### src/rtl/noc_local_inject_arbiter_pkg.sv
// ---------------------------------------------------------------------------
// noc_local_inject_arbiter_pkg
// Shared constants for the local injection arbiter:
//   - Noc_Data_Width  : default flit width (kept with the other Noc_* header
//                       constants; only defined here if not already set)
//   - arb_state_t     : arbiter FSM encoding, IDLE=0, LOCKED=1
//   - NOC_ARB_MAX_FLITS : default longest legal packet (header..tail)
//   - rr_next()       : round-robin pointer advance with wrap
// Optional feature macro used by the arbiter: NOC_ARB_LEN_CHECK_EN.
// ---------------------------------------------------------------------------
`ifndef Noc_Data_Width
`define Noc_Data_Width 32
`endif

package noc_local_inject_arbiter_pkg;

    localparam int NOC_DATA_WIDTH    = `Noc_Data_Width;
    localparam int NOC_ARB_MAX_FLITS = 16;

    typedef enum logic {
        ARB_IDLE   = 1'b0,
        ARB_LOCKED = 1'b1
    } arb_state_t;

    // Index following cur, wrapping at n (n need not be a power of two).
    function automatic int rr_next(input int cur, input int n);
        return (cur + 1 >= n) ? 0 : cur + 1;
    endfunction

endpackage

### src/rtl/noc_local_inject_arbiter_if.sv
// ---------------------------------------------------------------------------
// noc_local_inject_arbiter_if
// Bundles the requester-side and router-side flit handshakes.
//   req_valid/req_ready/req_flit/req_is_header/req_is_tail : NUM_REQ lanes,
//       lane i flit in req_flit[i*DATA_W +: DATA_W]
//   sender_valid/sender_ready/sender_flit/sender_is_header/sender_is_tail :
//       single output towards the router injection port
// Handshake rule for every channel: a transfer happens on the rising edge
// where valid && ready; the source holds data and flags stable while
// valid && !ready.
// Modports:
//   master : the environment (requesters + router) driving the arbiter
//   slave  : the arbiter itself
// ---------------------------------------------------------------------------
interface noc_local_inject_arbiter_if
    import noc_local_inject_arbiter_pkg::*;
#(
    parameter int NUM_REQ = 4,
    parameter int DATA_W  = NOC_DATA_WIDTH
);
    logic [NUM_REQ-1:0]        req_valid;
    logic [NUM_REQ-1:0]        req_ready;
    logic [NUM_REQ*DATA_W-1:0] req_flit;
    logic [NUM_REQ-1:0]        req_is_header;
    logic [NUM_REQ-1:0]        req_is_tail;

    logic                      sender_valid;
    logic                      sender_ready;
    logic [DATA_W-1:0]         sender_flit;
    logic                      sender_is_header;
    logic                      sender_is_tail;

    modport master (
        output req_valid, req_flit, req_is_header, req_is_tail,
        input  req_ready,
        input  sender_valid, sender_flit, sender_is_header, sender_is_tail,
        output sender_ready
    );

    modport slave (
        input  req_valid, req_flit, req_is_header, req_is_tail,
        output req_ready,
        output sender_valid, sender_flit, sender_is_header, sender_is_tail,
        input  sender_ready
    );
endinterface

### src/rtl/noc_local_inject_arbiter_rr_pick.sv
// ---------------------------------------------------------------------------
// noc_rr_pick
// Combinational round-robin priority picker: returns the first set bit of
// req at or after ptr, wrapping modulo N. Reusable by the router VC
// allocator.
//   req : N-bit request vector
//   ptr : highest-priority index this cycle
//   gnt : one-hot of the chosen request (all zero if none)
//   idx : index of the chosen request (0 if none)
//   any : at least one request present
// ---------------------------------------------------------------------------
module noc_rr_pick #(
    parameter int N = 4
) (
    input  logic [N-1:0]         req,
    input  logic [$clog2(N)-1:0] ptr,
    output logic [N-1:0]         gnt,
    output logic [$clog2(N)-1:0] idx,
    output logic                 any
);
    localparam int IDX_W = $clog2(N);

    always_comb begin
        int j;
        j   = 0;
        gnt = '0;
        idx = '0;
        any = 1'b0;
        for (int i = 0; i < N; i++) begin
            j = int'(ptr) + i;
            if (j >= N) j = j - N;
            if (!any && req[j]) begin
                any    = 1'b1;
                gnt[j] = 1'b1;
                idx    = IDX_W'(j);
            end
        end
    end
endmodule

### src/rtl/noc_local_inject_arbiter.sv
// ---------------------------------------------------------------------------
// noc_local_inject_arbiter
// Packet-level round-robin arbiter sharing one NoC injection port among
// NUM_REQ local requesters. A requester is granted on a header flit and
// keeps the port until its tail flit is accepted, so packets never
// interleave. A one-flit output register sits in front of the router.
// Ports:
//   noc_clk, noc_rst : clock, asynchronous active-high reset
//   bus (slave)      : requester lanes and router sender channel
//   grant_id         : current or last owner
//   busy             : FSM is LOCKED
//   state            : FSM state (debug visibility)
//   err_len          : sticky over-length packet flag
//                      (only with NOC_ARB_LEN_CHECK_EN defined)
// Optional feature macro: NOC_ARB_LEN_CHECK_EN.
// ---------------------------------------------------------------------------
module noc_local_inject_arbiter
    import noc_local_inject_arbiter_pkg::*;
#(
    parameter int NUM_REQ   = 4,
    parameter int DATA_W    = NOC_DATA_WIDTH
`ifdef NOC_ARB_LEN_CHECK_EN
  , parameter int MAX_FLITS = NOC_ARB_MAX_FLITS
`endif
) (
    input  logic                       noc_clk,
    input  logic                       noc_rst,
    noc_local_inject_arbiter_if.slave  bus,
    output logic [$clog2(NUM_REQ)-1:0] grant_id,
    output logic                       busy,
    output arb_state_t                 state
`ifdef NOC_ARB_LEN_CHECK_EN
  , output logic                       err_len
`endif
);
    localparam int IDX_W = $clog2(NUM_REQ);

    logic [IDX_W-1:0]   rr_ptr_q;
    logic [NUM_REQ-1:0] grant_oh_q;
    logic [NUM_REQ-1:0] cand;
    logic [NUM_REQ-1:0] pick_oh;
    logic [IDX_W-1:0]   pick_idx;
    logic               pick_any;

    logic               out_free;
    logic               xfer;
    logic [DATA_W-1:0]  owner_flit;
    logic               owner_header;
    logic               owner_tail;

    // Only headers compete; stray body flits in IDLE simply stall.
    assign cand = bus.req_valid & bus.req_is_header;

    noc_rr_pick #(.N(NUM_REQ)) u_pick (
        .req (cand),
        .ptr (rr_ptr_q),
        .gnt (pick_oh),
        .idx (pick_idx),
        .any (pick_any)
    );

    // The output register can take a flit when empty or draining this cycle.
    assign out_free     = !bus.sender_valid || bus.sender_ready;
    assign owner_flit   = bus.req_flit[int'(grant_id)*DATA_W +: DATA_W];
    assign owner_header = bus.req_is_header[grant_id];
    assign owner_tail   = bus.req_is_tail[grant_id];
    assign xfer         = (state == ARB_LOCKED) && bus.req_valid[grant_id] && out_free;
    assign busy         = (state == ARB_LOCKED);

    always_comb begin
        bus.req_ready = '0;
        if (state == ARB_LOCKED) begin
            bus.req_ready = grant_oh_q & {NUM_REQ{out_free}};
        end
    end

    // Arbitration FSM.
    always_ff @(posedge noc_clk or posedge noc_rst) begin
        if (noc_rst) begin
            state      <= ARB_IDLE;
            grant_id   <= '0;
            grant_oh_q <= '0;
            rr_ptr_q   <= '0;
        end else begin
            case (state)
                ARB_IDLE: begin
                    if (pick_any) begin
                        grant_id   <= pick_idx;
                        grant_oh_q <= pick_oh;
                        state      <= ARB_LOCKED;
                    end
                end
                ARB_LOCKED: begin
                    if (xfer && owner_tail) begin
                        state    <= ARB_IDLE;
                        rr_ptr_q <= IDX_W'(rr_next(int'(grant_id), NUM_REQ));
                    end
                end
                default: state <= ARB_IDLE;
            endcase
        end
    end

    // Output register: reload on owner transfer, otherwise drain on accept.
    always_ff @(posedge noc_clk or posedge noc_rst) begin
        if (noc_rst) begin
            bus.sender_valid     <= 1'b0;
            bus.sender_flit      <= '0;
            bus.sender_is_header <= 1'b0;
            bus.sender_is_tail   <= 1'b0;
        end else if (xfer) begin
            bus.sender_valid     <= 1'b1;
            bus.sender_flit      <= owner_flit;
            bus.sender_is_header <= owner_header;
            bus.sender_is_tail   <= owner_tail;
        end else if (bus.sender_ready) begin
            bus.sender_valid     <= 1'b0;
        end
    end

`ifdef NOC_ARB_LEN_CHECK_EN
    localparam int CNT_W = $clog2(MAX_FLITS + 2);

    logic [CNT_W-1:0] flit_cnt_q;

    // Counter saturates at MAX_FLITS+1; err_len is sticky until reset.
    always_ff @(posedge noc_clk or posedge noc_rst) begin
        if (noc_rst) begin
            flit_cnt_q <= '0;
            err_len    <= 1'b0;
        end else begin
            if (state == ARB_IDLE && pick_any) begin
                flit_cnt_q <= '0;
            end else if (xfer) begin
                if (flit_cnt_q <= CNT_W'(MAX_FLITS)) flit_cnt_q <= flit_cnt_q + 1'b1;
                if (flit_cnt_q >= CNT_W'(MAX_FLITS)) err_len <= 1'b1;
            end
        end
    end
`endif

endmodule

### src/flat_wrapper.sv
// flat-port wrapper written by rule: the top's interface ports become plain ports
module noc_local_inject_arbiter_flat import noc_local_inject_arbiter_pkg::*;
#(
    parameter int NUM_REQ   = 4,
    parameter int DATA_W    = NOC_DATA_WIDTH

)
  (noc_clk, noc_rst, grant_id, busy, state, bus_req_valid, bus_req_flit, bus_req_is_header, bus_req_is_tail, bus_req_ready, bus_sender_valid, bus_sender_flit, bus_sender_is_header, bus_sender_is_tail, bus_sender_ready);
  noc_local_inject_arbiter_if #(.NUM_REQ(NUM_REQ), .DATA_W(DATA_W)) bus_i ();
  input  logic noc_clk;
  input  logic noc_rst;
  output logic [$clog2(NUM_REQ)-1:0] grant_id;
  output logic busy;
  output arb_state_t state;
  input wire logic [$bits(bus_i.req_valid)-1:0] bus_req_valid;
  input wire logic [$bits(bus_i.req_flit)-1:0] bus_req_flit;
  input wire logic [$bits(bus_i.req_is_header)-1:0] bus_req_is_header;
  input wire logic [$bits(bus_i.req_is_tail)-1:0] bus_req_is_tail;
  output wire logic [$bits(bus_i.req_ready)-1:0] bus_req_ready;
  output wire logic [$bits(bus_i.sender_valid)-1:0] bus_sender_valid;
  output wire logic [$bits(bus_i.sender_flit)-1:0] bus_sender_flit;
  output wire logic [$bits(bus_i.sender_is_header)-1:0] bus_sender_is_header;
  output wire logic [$bits(bus_i.sender_is_tail)-1:0] bus_sender_is_tail;
  input wire logic [$bits(bus_i.sender_ready)-1:0] bus_sender_ready;
  assign bus_i.req_valid = bus_req_valid;
  assign bus_i.req_flit = bus_req_flit;
  assign bus_i.req_is_header = bus_req_is_header;
  assign bus_i.req_is_tail = bus_req_is_tail;
  assign bus_req_ready = bus_i.req_ready;
  assign bus_sender_valid = bus_i.sender_valid;
  assign bus_sender_flit = bus_i.sender_flit;
  assign bus_sender_is_header = bus_i.sender_is_header;
  assign bus_sender_is_tail = bus_i.sender_is_tail;
  assign bus_i.sender_ready = bus_sender_ready;
  noc_local_inject_arbiter #(.NUM_REQ(NUM_REQ), .DATA_W(DATA_W)) u_core (.noc_clk(noc_clk), .noc_rst(noc_rst), .bus(bus_i), .grant_id(grant_id), .busy(busy), .state(state));
endmodule
### config.mk
export PLATFORM = sky130hd
export DESIGN_NAME = noc_local_inject_arbiter_flat
export DESIGN_NICKNAME = d
export VERILOG_FILES = /design/src/rtl/noc_local_inject_arbiter_pkg.sv /design/src/rtl/noc_local_inject_arbiter_if.sv /design/src/rtl/noc_local_inject_arbiter_rr_pick.sv /design/src/rtl/noc_local_inject_arbiter.sv /design/src/flat_wrapper.sv
export SDC_FILE = /design/constraint.sdc
export NUM_CORES = 1
export LEC_CHECK = 0
export BUFFER_PORTS_ARGS = -buffer_cell sky130_fd_sc_hd__buf_2
export CAP_MARGIN = 40
export CORE_MARGIN = 5
export CORE_UTILIZATION = 40
export CTS_CLUSTER_DIAMETER = 200
export DETAILED_ROUTE_END_ITERATION = 10
export PLACE_DENSITY = 0.74
export SYNTH_ARGS = -nofsm -noshare
export SYNTH_HDL_FRONTEND = slang
export SYNTH_HIERARCHICAL = 1
export SYNTH_SLANG_ARGS = --single-unit
export TNS_END_PERCENT = 5
### constraint.sdc
create_clock -name noc_clk -period 4.8 [get_ports noc_clk]
set_clock_uncertainty 0.2 [all_clocks]
set_input_delay 0.72 -clock noc_clk [delete_from_list [all_inputs] [get_ports noc_clk]]
set_output_delay 0.72 -clock noc_clk [all_outputs]
set_load 0.01 [all_outputs]
==> impl_metrics.tcl <==
set metrics [dict create \
    cts.sinks 44 \
    p_comb_frac 0.576 \
    die_y_um 99.08 \
    critPathKind "reg -> reg" \
    cts_buffers 5 \
    cap_viol_max_count 0 \
    swShare 0.3679 \
    clkPwrFrac 0.112 \
    cts_setup_buffers 0 \
    gr-usage-met3 0.04034 \
    met2_usage 0.3166 \
    internal_power_uw 1568 \
    synth-seq-cells 44 \
    period_share 0.6325 \
    worstMarginPinSlew_ns 0.9002 \
    worst_setup_path_start_kind "flip-flop" \
    status "finished clean" \
    grt_usage 0.1714 \
    seq_area_frac_synth 0.3469 \
    first_pass_iters 4 \
    ant_nets 0 \
    slowest_stage "dfrtp_1" \
    grt_max_degree 39 \
    synth_compound_area_frac 0.04454 \
    cts.htree.levels 2 \
    dpl.hpwl_um 6744 \
    drc 0 \
    tns_ns 0 \
    yosys.area_share.simple 0.05006 \
    syn-num-nets 353 \
    initial_core_util 0.4108 \
    ctsResizeCount 0 \
    p_leak_uw 0.002098 \
    worst_ep_required_time_ns 4.78 \
    path_clk_slew_ns 0.08 \
    hp-class "in -> async" \
    diodes 0 \
    crit_path_end_kind "flip-flop" \
    via_count 2504 \
    grt_pass1_wl_um 13600 \
    top_usage_layer "met2" \
    layout_min_cycle_time_ns 3.036 \
    max_stage_delay_ns 0.70 \
    fp.dieArea_um2 9817 \
    synthToLayoutAreaGrowth_pct 33.31 \
    ir_drop_v 0.0003116 \
    utilization 0.5476 \
    ys_warn_count 6 \
    placementRows 32 \
    io_buffers 185 \
    synth_top_family_by_area "multiplexers" \
    path_cells "inv_1 > ha_1 > mux4_2 > nor3_1 > nand2b_1 > nor2b_1 > mux2_2" \
    first_iter_violations 39 \
    cts_hold_buf 0 \
    core_um2 7727 \
    critPathMaxFanout 15 \
    num_io_pins 186 \
    grt-ovfl-total 0 \
    syn_avg_cell_area_um2 15.79 \
    clkLatencyLatePin_ns 0.29 \
    synth.distinct_cells 34 \
    syn_area_um2 3174 \
    muxShareOfSynthArea 0.4714 \
    cts_tree "done" \
    synthAdderAreaFrac 0.03547 \
    drive_above_1_share 0.7388 \
    grt_pass1_vias 2750 \
    sequentialPowerShare 0.312 \
    report.final.slew_viol_count 0 \
    synthCells 201 \
    relSlewSlack 0.3998 \
    yosys.area_share.xor_xnor 0 \
    finalSetupViolCount 0 \
    timing.fmax_ghz 0.3294 \
    switchingPower_uw 913.0 \
    final_nets 530 \
    p_per_area_nw_per_um2 586.4 \
    rsz0062_at_grt "false" \
    crit_arrival_ns 3.01 \
    ctsLongestPathBuffers 2 \
    finalHoldViolCount 0 \
    antenna_found_initial 0 \
    globalplace.congestion 0.9181 \
    grtUsageMet1 0.1960 \
    cts_root_buf "clkbuf_8" \
    viasPerCell 5.206 \
    post_drt_wl_per_cell_um 17.62 \
    drt_wl_total_um 8473 \
    die_w_um 99.08 \
]
stage by stage:
| stage | total power [uW] | hold slack, ns | instance area, um^2 | cells | worst slack, ns |
|---|---|---|---|---|---|
| after floorplan | 1870 | 0.2722 | 3174 | 201 | 2.095 |
| after global placement | 2177 | 0.2707 | 4093 | 472 | 1.791 |
| after detailed placement | 2224 | 0.2872 | 4120 | 473 | 1.727 |
| after CTS | 2523 | 0.2682 | 4232 | 481 | 1.762 |
| after global routing | 2657 | 0.3037 | 4232 | 481 | 1.565 |
| final | 2482 | 0.2749 | 4232 | 481 | 1.764 |
worst paths after layout:
path                            cells after the start  slack (ns)                                   from                                      to
worst min-delay path                                2        0.27                                noc_rst  u_core/bus.sender_flit[14]$_DFFE_PP0P_
max in group asynchronous                           3        3.63                                noc_rst          u_core/grant_id[0]$_DFFE_PP0P_
worst max-delay path                                7        1.76         u_core/rr_ptr_q[0]$_DFFE_PP0P_        u_core/grant_oh_q[1]$_DFFE_PP0P_
worst min register to register                      1        0.31  u_core/bus.sender_flit[5]$_DFFE_PP0P_   u_core/bus.sender_flit[5]$_DFFE_PP0P_
min in group noc_clk                                1        0.31  u_core/bus.sender_flit[5]$_DFFE_PP0P_   u_core/bus.sender_flit[5]$_DFFE_PP0P_
worst max register to register                      7        1.76         u_core/rr_ptr_q[0]$_DFFE_PP0P_        u_core/grant_oh_q[1]$_DFFE_PP0P_
per-layer routing:
metal	part of all wire	wire [um]
met5	0	0
met4	0.014	121
met3	0.085	721
met2	0.53	4451
met1	0.38	3179
Yosys cell counts:
cell type	count	area (um^2)
a21bo_2	1	10.01
a21oi_1	1	5.000
a22oi_1	8	60.06
a32o_1	1	10.01
and2_1	4	25.02
and2b_2	1	8.760
and3_1	4	25.02
buf_12	3	60.06
buf_2	5	25.02
buf_4	1	7.510
buf_6	3	33.78
clkbuf_1	5	18.77
dfrtp_1	44	1101
ha_1	9	112.6
inv_1	5	18.77
mux2_2	14	157.7
mux2_4	29	435.4
mux2i_1	1	10.01
mux4_1	4	105.1
mux4_2	35	788.3
nand2_1	3	11.26
nand2b_1	2	12.51
nand3_4	1	17.52
nand4_1	1	6.260
nor2_1	3	11.26
nor2b_1	1	6.260
nor3_1	1	5.000
nor4_1	1	6.260
nor4b_4	1	23.77
o211ai_1	1	7.510
o21a_1	1	7.510
o21ai_0	5	25.02
o311ai_0	1	8.760
o31ai_1	1	7.510
sequential cells by signal, indices dropped and copies added, names as in the netlist:
register,cells
u_core/bus.sender_flit,32
u_core/bus.sender_is_header,1
u_core/bus.sender_is_tail,1
u_core/bus.sender_valid,1
u_core/busy,1
u_core/grant_id,2
u_core/grant_oh_q,4
u_core/rr_ptr_q,2
critical path, delay by kind of cell, from the launching register on:
family                     cells  cell delay [ns]
muxes                          2             0.78
and+or+nand+nor                3             0.65
DFF                            1             0.70
buffers and inverters          1             0.19
adders and majority gates      1             0.39
cells in the final DEF (no fill, tap or decap):
master      count
clkinvlp_4      1
nor3_1          1
inv_2           1
mux4_2         35
and2b_2         1
nand2b_1        2
o211ai_1        1
buf_2         185
ha_1            9
mux2i_1         1
a21oi_1         1
dfrtp_1        42
clkbuf_8        5
o311ai_0        1
mux4_1          4
o21a_1          1
and3_1          4
dfrtp_2         2
mux2_4         29
a21bo_2         1
nor2_1          3
buf_4           1
and2_1          4
nor4_1          1
o31ai_1         1
nor4b_4         1
inv_1           4
o21ai_0         5
mux2_2         14
a32o_1          1
nand3_4         1
nand2_1         3
nand4_1         1
clkinv_2        1
bufinv_16       1
a22oi_1         8
nor2b_1         1
buf_16          1
layout make-up:
cell class,count,area [um^2]
Clock buffer,5,68.82
Multi-Input combinational cell,135,1909
Fill cell,690,3496
Sequential cell,44,1104
Inverter,5,18.77
Tap cell,102,127.6
Clock inverter,3,42.54
Timing Repair Buffer,187,960.9
cell families (layout without fill, tap and decap cells):
logic type	Yosys count	in the layout
mux	83	83
flops	44	44
simple gates	23	23
buf+inv	22	200
compound gates	20	20
fa+ha+maj	9	9
power by group through the flow:
stage	clock network [uW]	registers (uW)	logic (uW)
after floorplan	0	746	1120
after global placement	0	772	1400
after detailed placement	0	787	1440
after CTS	297	781	1450
after global routing	312	813	1530
final	278	774	1430
Power figures use the tool's default switching activity.
